File: src/rtl/regfile_writeback_pkg.sv
// Shared core constants for the writeback stage: datapath width, register
// address width, load funct3 encodings and the buffered-load entry layout.
package regfile_writeback_pkg;

    localparam int XLEN   = 32;
    localparam int REG_AW = 5;

    typedef enum logic [2:0] {
        F3_LB  = 3'b000,
        F3_LH  = 3'b001,
        F3_LW  = 3'b010,
        F3_LBU = 3'b100,
        F3_LHU = 3'b101
    } load_funct3_e;

    typedef struct packed {
        logic [REG_AW-1:0] dest;
        logic [XLEN-1:0]   data;
    } wb_entry_t;

endpackage

File: src/rtl/regfile_writeback_load_extend.sv
// Combinational load extractor: picks the addressed byte/half out of the aligned
// memory word and sign- or zero-extends it; LW and unknown types pass through.
module load_extend
    import regfile_writeback_pkg::*;
(
    input  logic [2:0]      i_funct3,
    input  logic [1:0]      i_offset,
    input  logic [XLEN-1:0] i_data,
    output logic [XLEN-1:0] o_data
);

    logic [7:0]  w_byte;
    logic [15:0] w_half;

    assign w_byte = i_data[{i_offset, 3'b000} +: 8];
    assign w_half = i_data[{i_offset[1], 4'b0000} +: 16];

    // NOTE: o_data gets a value on every path (default arm), so no latch is inferred.
    always_comb begin
        case (i_funct3)
            F3_LB:   o_data = {{(XLEN-8){w_byte[7]}}, w_byte};
            F3_LBU:  o_data = {{(XLEN-8){1'b0}}, w_byte};
            F3_LH:   o_data = {{(XLEN-16){w_half[15]}}, w_half};
            F3_LHU:  o_data = {{(XLEN-16){1'b0}}, w_half};
            default: o_data = i_data;
        endcase
    end

endmodule

File: src/rtl/regfile_writeback.sv
// Register-file writeback arbiter: ALU results win outright, load responses are
// extended and either bypassed straight through or queued in a small FIFO.
module regfile_writeback
    import regfile_writeback_pkg::*;
#(
    parameter int DEPTH = 2
) (
    input  logic              clk,
    input  logic              reset,
    input  logic              aluValid,
    input  logic [REG_AW-1:0] aluDest,
    input  logic [XLEN-1:0]   aluData,
    input  logic              loadValid,
    output logic              loadReady,
    input  logic [REG_AW-1:0] loadDest,
    input  logic [XLEN-1:0]   loadData,
    input  logic [2:0]        loadFunct3,
    input  logic [1:0]        loadOffset,
    output logic              writeEnable,
    output logic [REG_AW-1:0] dest,
    output logic [XLEN-1:0]   writeData,
    output logic              loadPending
);

    localparam int PTR_W = (DEPTH > 1) ? $clog2(DEPTH) : 1;
    localparam int CNT_W = $clog2(DEPTH + 1);

    wb_entry_t        r_fifo [DEPTH];
    logic [PTR_W-1:0] r_wr_ptr;
    logic [PTR_W-1:0] r_rd_ptr;
    logic [CNT_W-1:0] r_count;

    logic              r_write_enable;
    logic [REG_AW-1:0] r_dest;
    logic [XLEN-1:0]   r_write_data;

    logic [XLEN-1:0] w_ext_data;
    logic            w_accept;
    logic            w_pop;
    logic            w_bypass;
    logic            w_push;
    logic            w_sel_valid;
    wb_entry_t       w_sel;

    load_extend u_load_extend (
        .i_funct3 (loadFunct3),
        .i_offset (loadOffset),
        .i_data   (loadData),
        .o_data   (w_ext_data)
    );

    assign loadReady   = (r_count < CNT_W'(DEPTH)) && !reset;
    assign loadPending = (r_count != '0);

    assign w_accept = loadValid && loadReady;
    assign w_pop    = !aluValid && (r_count != '0);
    // An empty FIFO and an idle ALU let the load skip the queue entirely.
    assign w_bypass = !aluValid && (r_count == '0) && w_accept;
    assign w_push   = w_accept && !w_bypass;

    always_comb begin
        w_sel_valid = 1'b0;
        w_sel       = '0;
        if (aluValid) begin
            w_sel_valid = 1'b1;
            w_sel       = '{dest: aluDest, data: aluData};
        end else if (w_pop) begin
            w_sel_valid = 1'b1;
            w_sel       = r_fifo[r_rd_ptr];
        end else if (w_bypass) begin
            w_sel_valid = 1'b1;
            w_sel       = '{dest: loadDest, data: w_ext_data};
        end
    end

    // NOTE: FIFO storage is not reset; the pointers and count alone define which slots are valid.
    always_ff @(posedge clk) begin
        if (w_push) begin
            r_fifo[r_wr_ptr] <= '{dest: loadDest, data: w_ext_data};
        end
    end

    always_ff @(posedge clk) begin
        if (reset) begin
            r_wr_ptr <= '0;
            r_rd_ptr <= '0;
            r_count  <= '0;
        end else begin
            if (w_push) r_wr_ptr <= r_wr_ptr + PTR_W'(1);
            if (w_pop)  r_rd_ptr <= r_rd_ptr + PTR_W'(1);
            case ({w_push, w_pop})
                2'b10:   r_count <= r_count + CNT_W'(1);
                2'b01:   r_count <= r_count - CNT_W'(1);
                default: r_count <= r_count;
            endcase
        end
    end

    // Writes to x0 still consume the slot and update dest/data, but never strobe.
    always_ff @(posedge clk) begin
        if (reset) begin
            r_write_enable <= 1'b0;
            r_dest         <= '0;
            r_write_data   <= '0;
        end else begin
            r_write_enable <= w_sel_valid && (w_sel.dest != '0);
            if (w_sel_valid) begin
                r_dest       <= w_sel.dest;
                r_write_data <= w_sel.data;
            end
        end
    end

    assign writeEnable = r_write_enable;
    assign dest        = r_dest;
    assign writeData   = r_write_data;

endmodule
File: config.mk
export PLATFORM = sky130hd
export DESIGN_NAME = regfile_writeback
export DESIGN_NICKNAME = d
export VERILOG_FILES = /design/src/rtl/regfile_writeback_pkg.sv /design/src/rtl/regfile_writeback_load_extend.sv /design/src/rtl/regfile_writeback.sv
export SDC_FILE = /design/constraint.sdc
export NUM_CORES = 1
export LEC_CHECK = 0
export ABC_AREA = 1
export CORE_UTILIZATION = 46
export CTS_CLUSTER_DIAMETER = 100
export DETAILED_ROUTE_END_ITERATION = 10
export PLACE_DENSITY = 0.88
export SLEW_MARGIN = 5
export SYNTH_ARGS = -nofsm -noshare
export SYNTH_HDL_FRONTEND = slang
export SYNTH_HIERARCHICAL = 1
export SYNTH_SLANG_ARGS = --single-unit
File: constraint.sdc
create_clock -name clk -period 2.9 [get_ports clk]
set_clock_uncertainty 0.15 [all_clocks]
set_input_delay 0.435 -clock clk [delete_from_list [all_inputs] [get_ports clk]]
set_output_delay 0.435 -clock clk [all_outputs]
set_load 0.01 [all_outputs]
# == Yosys cells after proc, flatten, opt, wreduce, memory -nomap -nowiden ==
# Memories as Yosys holds them, arrays and structs flattened. A register that Yosys moved wholly into a read port is not among the register bits.
# Cells that the tools add are included.
# W data, S select, Z words.
# op_classes
addsub,4
n_lt_le_gt_ge,1
eq_ne,5
n_shift,2
n_mux,12
n_reduce_logical,15
# ops
operator,n
$pmux W32 S4,1
$mux W37,3
$shiftx A32 B6 Y16,1
$shiftx A32 B6 Y8,1
$logic_and A1 B1 Y1,7
$mux W1,7
$eq A3 B3 Y1 const B,2
$reduce_bool A5 Y1,1
$pmux W2 S2,1
$reduce_bool A2 Y1,2
$eq A3 B1 Y1 const B,1
$logic_not A1 Y1,3
$logic_not A3 Y1,1
$add A1 B1 Y1 const B,2
$add A2 B1 Y2 const B,1
$eq A2 B1 Y1 const B,1
$eq A2 B2 Y1 const B,1
$logic_not A2 Y1,1
$lt A2 B2 Y1 const B,1
$sub A2 B1 Y2 const B,1
# totals
register_bits,42
ram_bits,74
in_bits,83
memories,1
# mem_list
memory,words,width,rd,rd_clocked_by_memory_dff,wr,line,rtl
r_fifo,2,37,1,1,1,regfile_writeback.sv:28,wb_entry_t r_fifo [DEPTH];

# == Logic depth before layout (Yosys ltp) ==
# Gate-level depths: netlist of the first run.
# logic_depth
ltp_word,9
mapped_depth,10
ltp_nobuf,10

# == By module ==
# Netlist of the first run, hierarchy kept.
# by_module_without_submodules
mod,n_inst,cells_each,area_each_um2
regfile_writeback,1,457,4932.2
load_extend,1,169,872.1

# == Worst setup path before layout of the first run ==
# OpenSTA, ideal clock, no wires.
# synth_timing
path_type,input to register
startpoint,input port aluValid
endpoint,memory r_fifo[1][0] (netlist name) (enable)
setup_time_ns,0.433
arrival_ns,2.467
required_time_ns,2.317
path_slack_ns,-0.150
cell_stages,6
path_buffers,0
path_cell_list,inv_1 nand2_4 inv_1 nor2_1 inv_1 nor2_1
# synth_between
elab_chain_cells,7
# synth_lines
element,line,rtl
from (decl),regfile_writeback.sv:10,"input logic aluValid,"
$logic_not A1 Y1,regfile_writeback.sv:58,assign w_bypass = !aluValid && (r_count == '0) && w_accept;
$logic_and A1 B1 Y1 (2 in a row),regfile_writeback.sv:58,
$logic_not A1 Y1,regfile_writeback.sv:59,assign w_push = w_accept && !w_bypass;
$logic_and A1 B1 Y1,regfile_writeback.sv:59,
$mux W1,regfile_writeback.sv:78,if (w_push) begin
$mux W1 (implied by the code),regfile_writeback.sv:79,"r_fifo[r_wr_ptr] <= '{dest: loadDest, data: w_ext_data};"
to (decl),regfile_writeback.sv:28,
# No other way between the ends.

# == Final worst setup path of the first run ==
# layout_timing
startpoint,input port reset
endpoint,output port loadReady
# layout_between
elab_chain_cells,2
# layout_lines
element,line,rtl
from (decl),regfile_writeback.sv:9,"input logic reset,"
$logic_not A1 Y1,regfile_writeback.sv:52,assign loadReady = (r_count < CNT_W'(DEPTH)) && !reset;
$logic_and A1 B1 Y1,regfile_writeback.sv:52,
to (decl),regfile_writeback.sv:14,"output logic loadReady,"
# No other way between the ends.

==> flow_summary_export.csv, run 1 <==
group,metric,value,unit
power_and_ir_drop,pwr-share-comb,0.215,
worst_setup_path,timing.rr.start,"r_count[1]$_SDFFE_PP0P_",
clock_network,clk_path_buf_depth,2,
synth,netlist_top_cells_count,"nand2_1 (260), edfxtp_1 (74), dfxtp_1 (43)",
place,dp.cells,899,
synth,ys_seq_elements,117,
routing,antenna_left,0,
final_layout,fin_cells,930,
synth,synth_top_area_share,0.3828,
worst_hold_path,hold_path.startpoint,"dest[1]$_SDFFE_PP0P_",
clock_network,hold_buffers,0,
routing,vias,5180,
synth,ys_types,32,
clock_network,path_clk_slew,0.05,ns
power_and_ir_drop,power,5.022,mW
routing,drt_iter0_markers,524,
synth,synth-async-reset-ratio,0,
final_layout,final_area,0.007674,mm2
worst_setup_path,r2r-end,"r_count[1]$_SDFFE_PP0P_",
synth,synth_area_per_cell,9.272,um2
global_route,grt_max_degree,40,
sta,holdWs,0.3232,ns
worst_setup_path,cp_max_fo,5,
worst_hold_path,min_path_type,"reg -> reg",
final_layout,finalNetCount,834,
sta,relSlewSlack,0.4798,
final_layout,area_delta_synth_final,32.21,%
power_and_ir_drop,internal_power,3.637,mW
place,port_buffers,122,
clock_network,cts_inserted_buffers,17,
worst_setup_path,critical_path_arrival,1.66,ns
place,place_congestion,0.9084,
clock_network,tritoncts,"built",
synth,synth.net_count,710,
place,place_area,0.007129,mm2
global_route,overflow,0,
run,max_cap_violations,0,
routing,drc,0,
power_and_ir_drop,netSwitchingFraction,0.2758,
sta,finalCritPeriodShare,0.7753,
global_route,antenna_found_initial,0,
synth,syn_inst,626,
floorplanning,ios,123,
floorplanning,fp-row-count,40,
worst_setup_path,cp.required,2.32,ns
floorplanning,coreArea,0.01216,mm2
clock_network,cts-root-buf,"clkbuf_16",
clock_network,post-cts-setup-buffers,0,
sta,clock.fmax,444.8,MHz
clock_network,cts_resized,0,
floorplanning,start_util,0.4773,
synth,ys.flop_type,"edfxtp_1",
power_and_ir_drop,p_leak,3.137,nW
power_and_ir_drop,pwr-share-seq,0.395,
clock_network,clock_sinks,117,
worst_setup_path,path_class,"in -> out",
synth,yosysWarnings,6,
worst_setup_path,rrSetupSlack,0.85,ns
sta,tightest_slew,0.7775,ns
status,outcome,"complete, no violations",
clock_network,ctsHtreeMaxLevel,4,
synth,synth.most_common_cell,"nand2_1",
floorplanning,die_y,114.3,um
synth,ys_seq_area_frac,0.5311,
routing,vias_per_cell,5.570,
worst_setup_path,end_kind,"primary output",
synth,synth_top_cell_by_area,"edfxtp_1",
power_and_ir_drop,p_clk_frac,0.390,
routing,drt_first_pass_iters,6,
routing,routed_wl,16240,um
routing,wl_per_cell,17.46,um
worst_setup_path,timing.critical_path.from,"reset",
worst_hold_path,min_delay_path_depth,2,
power_and_ir_drop,max-vdd-ir-drop,0.3929,mV
power_and_ir_drop,switchingPower,1.385,mW
power_and_ir_drop,power_density,654.4,mW/mm2
global_route,grt_use_total,0.2594,
global_route,grt_pass1_wl,25560,um
sta,rsz0062_at_grt,"no",
final_layout,antenna_cells,0,
final_layout,drive_gt1_frac,0.1509,
final_layout,fillers,906,
sta,tns,0,ns
sta,finalHoldViolCount,0,
global_route,grt_pass1_vias,4956,
sta,period_needed,2.248,ns
synth,syn_area,0.005804,mm2
synth,synthTopCellsByArea,"edfxtp_1 (38%), nand2_1 (17%), dfxtp_1 (15%)",
sta,finalSetupViolations,0,
place,dp_hpwl,10490,um
floorplanning,die-width,114.3,um
clock_network,insertion_delay,0.41,ns
worst_hold_path,holdPathEnd,"dest[1]$_SDFFE_PP0P_",
worst_setup_path,startpoint_type,"primary input",
synth,synth_edf_count,74,
worst_setup_path,ff2ff_path_depth,10,
sta,finalMaxSlewViolations,0,
floorplanning,dieArea,0.01307,mm2
==> power by group through the flow <==
stage          Clock (mW)  Combinational, mW  Sequential (mW)
2_1_floorplan           0              0.630             2.03
3_3_place_gp            0               1.04             2.01
3_5_place_dp            0               1.06             2.01
4_1_cts              1.96               1.07             1.98
5_1_grt              2.03               1.17             1.99
6_report             1.96               1.08             1.98
==> through the flow <==
stage                 util  setup slack [ns]
global placement    0.5862            0.3371
finish              0.6310            0.6518
floorplan                -            0.4692
global route        0.6310            0.5227
detailed placement  0.5862            0.2965
CTS                 0.6310            0.6317
==> flip-flops by register name, summed over array words and instances (netlist names), named ones only <==
name / flops
writeEnable: 1
r_count: 2
dest: 5
r_rd_ptr: 1
r_wr_ptr: 1
writeData: 32
r_fifo: 74
==> area by class of cell <==
cell class              instances  area, um2  share of cell area
flip-flops and latches        117       3083              0.4018
multi-input cells             440       2344              0.3054
repair buffers                139       1361              0.1774
clock buffers                  24      461.7             0.06017
well taps                     168      210.2             0.02739
inverters                      35      131.4             0.01712
clock inverters                 7      82.58             0.01076
==> critical path, cell delays in order <==
cell	delay [ns]
clkdlybuf4s50_1	0.43
inv_2	0.13
nand2_2	0.09
inv_1	0.06
clkdlybuf4s50_1	0.52
==> kinds of logic (layout without fill, tap and decap cells) <==
| group | count (synthesis) | in the layout | synth area share |
|---|---|---|---|
| AO/OA/AOI/OAI | 85 | 85 | 0.1218 |
| XOR/XNOR | 1 | 1 | 0.001509 |
| adder cells (fa/ha/maj) | 1 | 1 | 0.002155 |
| buffers and inverters | 69 | 205 | 0.06769 |
| flip-flops | 117 | 117 | 0.5311 |
| AND/OR/NAND/NOR | 353 | 353 | 0.2757 |
==> worst max-delay path by stage <==
| stage | cells after the start | slack (ns) | end |
|---|---|---|---|
| 2_1_floorplan | 6 | 0.47 | r_fifo[1][0]$_DFFE_PP_ |
| 3_5_place_dp | 9 | 0.30 | writeData[5]$_SDFFE_PP0P_ |
| 6_report | 5 | 0.65 | loadReady |
| 3_3_place_gp | 9 | 0.34 | writeData[5]$_SDFFE_PP0P_ |
| 5_1_grt | 9 | 0.52 | writeData[4]$_SDFFE_PP0P_ |
| 4_1_cts | 5 | 0.63 | loadReady |
==> layer usage <==
| layer | share of wire | wire length, um | GRT usage |
|---|---|---|---|
| met1 | 0.40 | 6435 | 0.3368 |
| met2 | 0.48 | 7788 | 0.4287 |
| met3 | 0.096 | 1559 | 0.04711 |
| met4 | 0.028 | 451 | 0.1074 |
| met5 | 0 | 0 | 0 |
==> cell usage in the layout, fill, tap and decap left out, types with 3 or more instances in the layout <==
master / Yosys / layout
nor2_1: 22 / 20
nand2_2: 4 / 4
o21ai_0: 7 / 7
nand3_1: 31 / 31
edfxtp_1: 74 / 74
a21oi_1: 10 / 10
nor2_4: 3 / 5
a22oi_2: 30 / 30
nand3_2: 21 / 21
or2_2: 4 / 4
buf_4: 1 / 16
dfxtp_1: 43 / 43
inv_2: 3 / 3
clkinv_2: 0 / 3
inv_1: 32 / 32
clkbuf_16: 0 / 17
clkbuf_1: 10 / 6
nand2_1: 260 / 260
a31oi_1: 31 / 31
clkdlybuf4s50_1: 0 / 122
No activity file was read; power rests on OpenSTA's default activity.
==> run 2: changes to the inputs <==
Settings changed: CORE_UTILIZATION 46 to 50, PLACE_DENSITY 0.88 to 0.91.
Clock period 2.9 ns to 2.31 ns, I/O delays scaled along.
==> run 2 against run 1 <==
Effect of this change: sequential share of layout area shrank 1.2 points; clock power grew 35%; total power grew 31%; worst setup slack lost 0.45 ns; combinational power grew 34%; cell count shrank 0.32%; critical path type unchanged; largest power group is now the clock network.
==> flow_summary_export.csv, run 2 (synthesis gave the netlist of run 1 again) <==
group,metric,value,unit
sta,finalMaxSlewViolations,0,
clock_network,ctsHtreeMaxLevel,4,
sta,finalCritPeriodShare,0.9107,
floorplanning,coreArea,0.01108,mm2
clock_network,clock_sinks,117,
final_layout,multi_input_area,0.002344,mm2
worst_hold_path,min_delay_path_depth,1,
worst_setup_path,startpoint_type,"primary input",
sta,rsz0062_at_grt,"no",
global_route,antenna_found_initial,0,
sta,finalSetupViolations,0,
worst_setup_path,path_class,"in -> out",
power_and_ir_drop,power_density,831.6,mW/mm2
sta,relSlewSlack,0.4598,
worst_hold_path,hold_path.startpoint,"r_rd_ptr$_SDFFE_PP0N_",
worst_setup_path,timing.rr.start,"r_count[1]$_SDFFE_PP0P_",
clock_network,clk_path_buf_depth,2,
sta,tightest_slew,0.8074,ns
final_layout,regMostFlops,"r_fifo",
final_layout,utilization,0.7147,
routing,wl_per_cell,18.25,um
worst_hold_path,min_path_type,"reg -> reg",
floorplanning,die_y,109.7,um
final_layout,area_delta_synth_final,36.41,%
clock_network,cts-root-buf,"clkbuf_16",
clock_network,path_clk_slew,0.06,ns
routing,drt_first_pass_iters,6,
status,outcome,"complete, no violations",
global_route,grt_pass1_vias,5131,
floorplanning,ios,123,
final_layout,layout_commonest_cell,"nand2_1",
global_route,grt_use_total,0.3037,
routing,drt_iter0_markers,518,
final_layout,antenna_cells,0,
routing,vias,5216,
final_layout,regArea,0.003083,mm2
worst_setup_path,cp.required,1.81,ns
worst_setup_path,rrSetupSlack,0.44,ns
worst_setup_path,critical_path_arrival,1.61,ns
final_layout,fillers,802,
routing,antenna_left,0,
sta,tns,0,ns
place,port_buffers,122,
clock_network,post-cts-setup-buffers,0,
worst_setup_path,end_kind,"primary output",
worst_setup_path,ff2ff_path_depth,9,
power_and_ir_drop,p_leak,3.283,nW
final_layout,largest_reg_flops,74,
place,dp_hpwl,11590,um
clock_network,cts_resized,0,
sta,finalHoldViolCount,0,
floorplanning,dieArea,0.01204,mm2
clock_network,cts_inserted_buffers,17,
place,place_congestion,0.8925,
final_layout,drive_gt1_frac,0.1881,
sta,clock.fmax,475.3,MHz
routing,vias_per_cell,5.627,
power_and_ir_drop,power,6.584,mW
global_route,grt_pass1_wl,26710,um
global_route,overflow,0,
floorplanning,die-width,109.7,um
worst_setup_path,r2r-end,"r_count[1]$_SDFFE_PP0P_",
run,max_cap_violations,0,
floorplanning,fp-row-count,38,
final_layout,finalNetCount,858,
clock_network,tritoncts,"built",
routing,routed_wl,16920,um
clock_network,hold_buffers,0,
routing,drc,0,
worst_setup_path,cp_max_fo,5,
clock_network,insertion_delay,0.42,ns
final_layout,final_cell_mix,"nand2_1 (260), clkdlybuf4s50_1 (122), edfxtp_1 (74), dfxtp_1 (43), buf_4 (36)",
power_and_ir_drop,max-vdd-ir-drop,0.9466,mV
global_route,grt_max_degree,40,
floorplanning,start_util,0.5239,
sta,period_needed,2.104,ns
[run 2: cell count changes in the layout (fill, tap and decap cells not counted), sizes merged]
cell	before	now
inv	35	42
clkinvlp	0	2
buf	17	41
clkbuf	24	17
clkinv	5	4
[run 2: how the worst max path moves through the flow]
stage | startpoint | end | slack [ns] | cells past startpoint
after global placement | loadFunct3[0] | writeData[5]$_SDFFE_PP0P_ | -0.05 | 9
after CTS | reset | loadReady | 0.19 | 5
after detailed placement | loadFunct3[0] | writeData[4]$_SDFFE_PP0P_ | -0.08 | 9
after floorplan | r_count[1]$_SDFFE_PP0P_ | r_fifo[1][0]$_DFFE_PP_ | -0.07 | 6
after global routing | loadFunct3[0] | writeData[4]$_SDFFE_PP0P_ | 0.14 | 9
final | reset | loadReady | 0.21 | 5
[run 2: stage by stage]
step / cells / cell area [um2] / setup slack [ns] / hold WS [ns]
after floorplan: 626 / 5809 / -0.06724 / 0.2815
after global placement: 895 / 7325 / -0.04518 / 0.2903
after detailed placement: 895 / 7325 / -0.08012 / 0.2998
after CTS: 927 / 7918 / 0.1928 / 0.3085
after global routing: 927 / 7918 / 0.1419 / 0.3402
final: 927 / 7918 / 0.2062 / 0.3123
[run 2: area by class of cell]
type / instances / area share
multi-input combinational: 440 / 0.2960
timing repair buffer: 163 / 0.2010
sequential: 117 / 0.3894
tap: 140 / 0.02212
clock inverter: 15 / 0.02118
clock buffer: 17 / 0.05373
inverter: 35 / 0.01659
[run 2: worst max-delay path, cell delays in order]
cell and delay (ns):
clkdlybuf4s50_1 0.45, inv_2 0.14, nand2_2 0.09, inv_1 0.06
clkdlybuf4s50_1 0.52
[run 2: power breakdown]
part | total, mW | switching [mW] | internal (mW)
Combinational | 1.45 | 0.812 | 0.636
Clock | 2.65 | 1.04 | 1.61
Sequential | 2.49 | 0.0785 | 2.41
Total | 6.58 | 1.93 | 4.65
[run 2: metal layers]
metal  GRT usage  part of all wire  vias to the layer above
met1      0.3768              0.40                     2483
met5           0                 0                        -
met2      0.5144              0.50                      276
li1            -                 -                     2408
met3     0.05691             0.071                       49
met4      0.1371             0.031                        0
==> run 3: changes to the inputs <==
Settings changed: CAP_MARGIN from default to 20, GPL_TIMING_DRIVEN from default to 0.
==> run 3 against run 2 <==
Effect of this change: worst setup slack lost 0.063 ns; wire length grew 0.59%; non-clock buffer count decreased by 5; core utilization decreased by 0.62 points; worst hold slack gained 0.0097 ns; global-route usage down 0.49 points; fmax is 2.9% lower; largest power group unchanged; highest routed layer unchanged.
==> flow_summary_export.csv, run 3 (synthesis gave the netlist of run 1 again) <==
group,metric,value,unit
power_and_ir_drop,power,6.562,mW
final_layout,fillers,840,
routing,routed_wl,17020,um
clock_network,cts-root-buf,"clkbuf_16",
final_layout,layout_commonest_cell,"nand2_1",
routing,vias,5148,
routing,vias_per_cell,5.584,
sta,finalSetupViolations,0,
floorplanning,die_y,109.7,um
routing,antenna_left,0,
floorplanning,ios,123,
final_layout,utilization,0.7085,
worst_hold_path,min_path_type,"in -> reg",
clock_network,insertion_delay,0.42,ns
clock_network,tritoncts,"built",
clock_network,clk_path_buf_depth,2,
place,port_buffers,122,
final_layout,fin_cells,922,
final_layout,antenna_cells,0,
routing,wl_per_cell,18.46,um
floorplanning,coreArea,0.01108,mm2
final_layout,drive_gt1_frac,0.1675,
worst_setup_path,critical_path_arrival,2.31,ns
sta,tightest_slew,0.6872,ns
global_route,grt_pass1_wl,26030,um
floorplanning,die-width,109.7,um
final_layout,area_delta_synth_final,35.22,%
sta,finalMaxSlewViolations,0,
power_and_ir_drop,p_leak,3.233,nW
final_layout,largest_reg_flops,74,
global_route,overflow,0,
final_layout,final_cell_mix,"nand2_1 (260), clkdlybuf4s50_1 (121), edfxtp_1 (74), dfxtp_1 (43), inv_1 (32)",
global_route,grt_use_total,0.2988,
routing,drt_iter0_markers,491,
sta,layout_setup_ws,0.1429,ns
sta,clock.fmax,461.4,MHz
clock_network,ctsHtreeMaxLevel,4,
worst_setup_path,end_kind,"flip-flop",
global_route,grt_max_degree,31,
worst_setup_path,path_class,"in -> reg",
floorplanning,dieArea,0.01204,mm2
routing,drc,0,
clock_network,cts_inserted_buffers,17,
floorplanning,fp-row-count,38,
sta,relSlewSlack,0.5419,
routing,drt_first_pass_iters,5,
power_and_ir_drop,power_density,836.0,mW/mm2
clock_network,hold_buffers,0,
floorplanning,start_util,0.5239,
clock_network,path_clk_slew,0.06,ns
worst_setup_path,cp.required,2.46,ns
place,place_congestion,0.9169,
run,max_cap_violations,0,
worst_setup_path,startpoint_type,"primary input",
global_route,grt_pass1_vias,5191,
final_layout,finalNetCount,853,
power_and_ir_drop,max-vdd-ir-drop,0.7039,mV
sta,period_needed,2.167,ns
sta,finalHoldViolCount,0,
sta,finalCritPeriodShare,0.9382,
sta,rsz0062_at_grt,"no",
final_layout,regMostFlops,"r_fifo",
global_route,antenna_found_initial,0,
worst_setup_path,cp_max_fo,10,
clock_network,clock_sinks,117,
place,dp_hpwl,12080,um
status,outcome,"complete, no violations",
place,pre_cts_slack,-0.3001,ns
place,dp.cells,890,
-- run 3: path summary, 6_finish.rpt --
path | cells after the start | to | startpoint | slack [ns]
max | 10 | r_count[1]$_SDFFE_PP0P_ | aluValid | 0.14
min | 4 | r_wr_ptr$_SDFFE_PP0P_ | reset | 0.32
max reg2reg | 10 | r_count[1]$_SDFFE_PP0P_ | r_count[0]$_SDFFE_PP0P_ | 0.19
min reg2reg | 2 | dest[1]$_SDFFE_PP0P_ | dest[1]$_SDFFE_PP0P_ | 0.33
-- run 3: per-layer routing --
metal | global-route usage | wire, um | vias to the layer above | part of all wire
met5 | 0 | 0 | - | 0
met4 | 0.1524 | 521 | 0 | 0.031
met3 | 0.06461 | 1223 | 44 | 0.072
met2 | 0.5081 | 8496 | 247 | 0.50
met1 | 0.3562 | 6780 | 2459 | 0.40
li1 | - | - | 2398 | -
-- run 3: layout make-up --
cell class | count | area (um2) | area share
Buffer | 34 | 261.5 | 0.03332
Timing Repair Buffer | 124 | 1264 | 0.1610
Clock inverter | 14 | 161.4 | 0.02056
Inverter | 35 | 131.4 | 0.01674
Clock buffer | 18 | 429.2 | 0.05468
Multi-Input combinational cell | 440 | 2344 | 0.2986
Sequential cell | 117 | 3083 | 0.3928
Tap cell | 140 | 175.2 | 0.02232
-- run 3: report_power, final --
| part | total (mW) | switching, mW | leakage, nW | internal [mW] |
|---|---|---|---|---|
| Combinational | 1.45 | 0.825 | 1.92 | 0.620 |
| Clock | 2.63 | 0.951 | 0.279 | 1.68 |
| Sequential | 2.48 | 0.0768 | 1.03 | 2.41 |
-- run 3: metrics by stage --
stage	hold slack [ns]	cell area, um2	TNS, ns
after detailed placement	0.3020	7256	-17.66
after floorplan	0.2815	5809	-4.271
after global placement	0.2919	7206	-92.15
after global routing	0.3282	7849	0
final	0.3220	7849	0
after CTS	0.3217	7846	0
-- run 3: timing repair --
action,in CTS,in global routing
setup endpoints to repair,0,1
resized for setup,0,1
setup buffers,0,0
-- run 3: worst max-delay path, cell delays in order --
cell and delay (ns):
clkdlybuf4s50_1 0.47, buf_2 0.27, nor2_4 0.08, buf_4 0.20
buf_6 0.16, ha_1 0.32, a21oi_1 0.12, o21ai_0 0.12
xor2_1 0.17, nor2_1 0.05
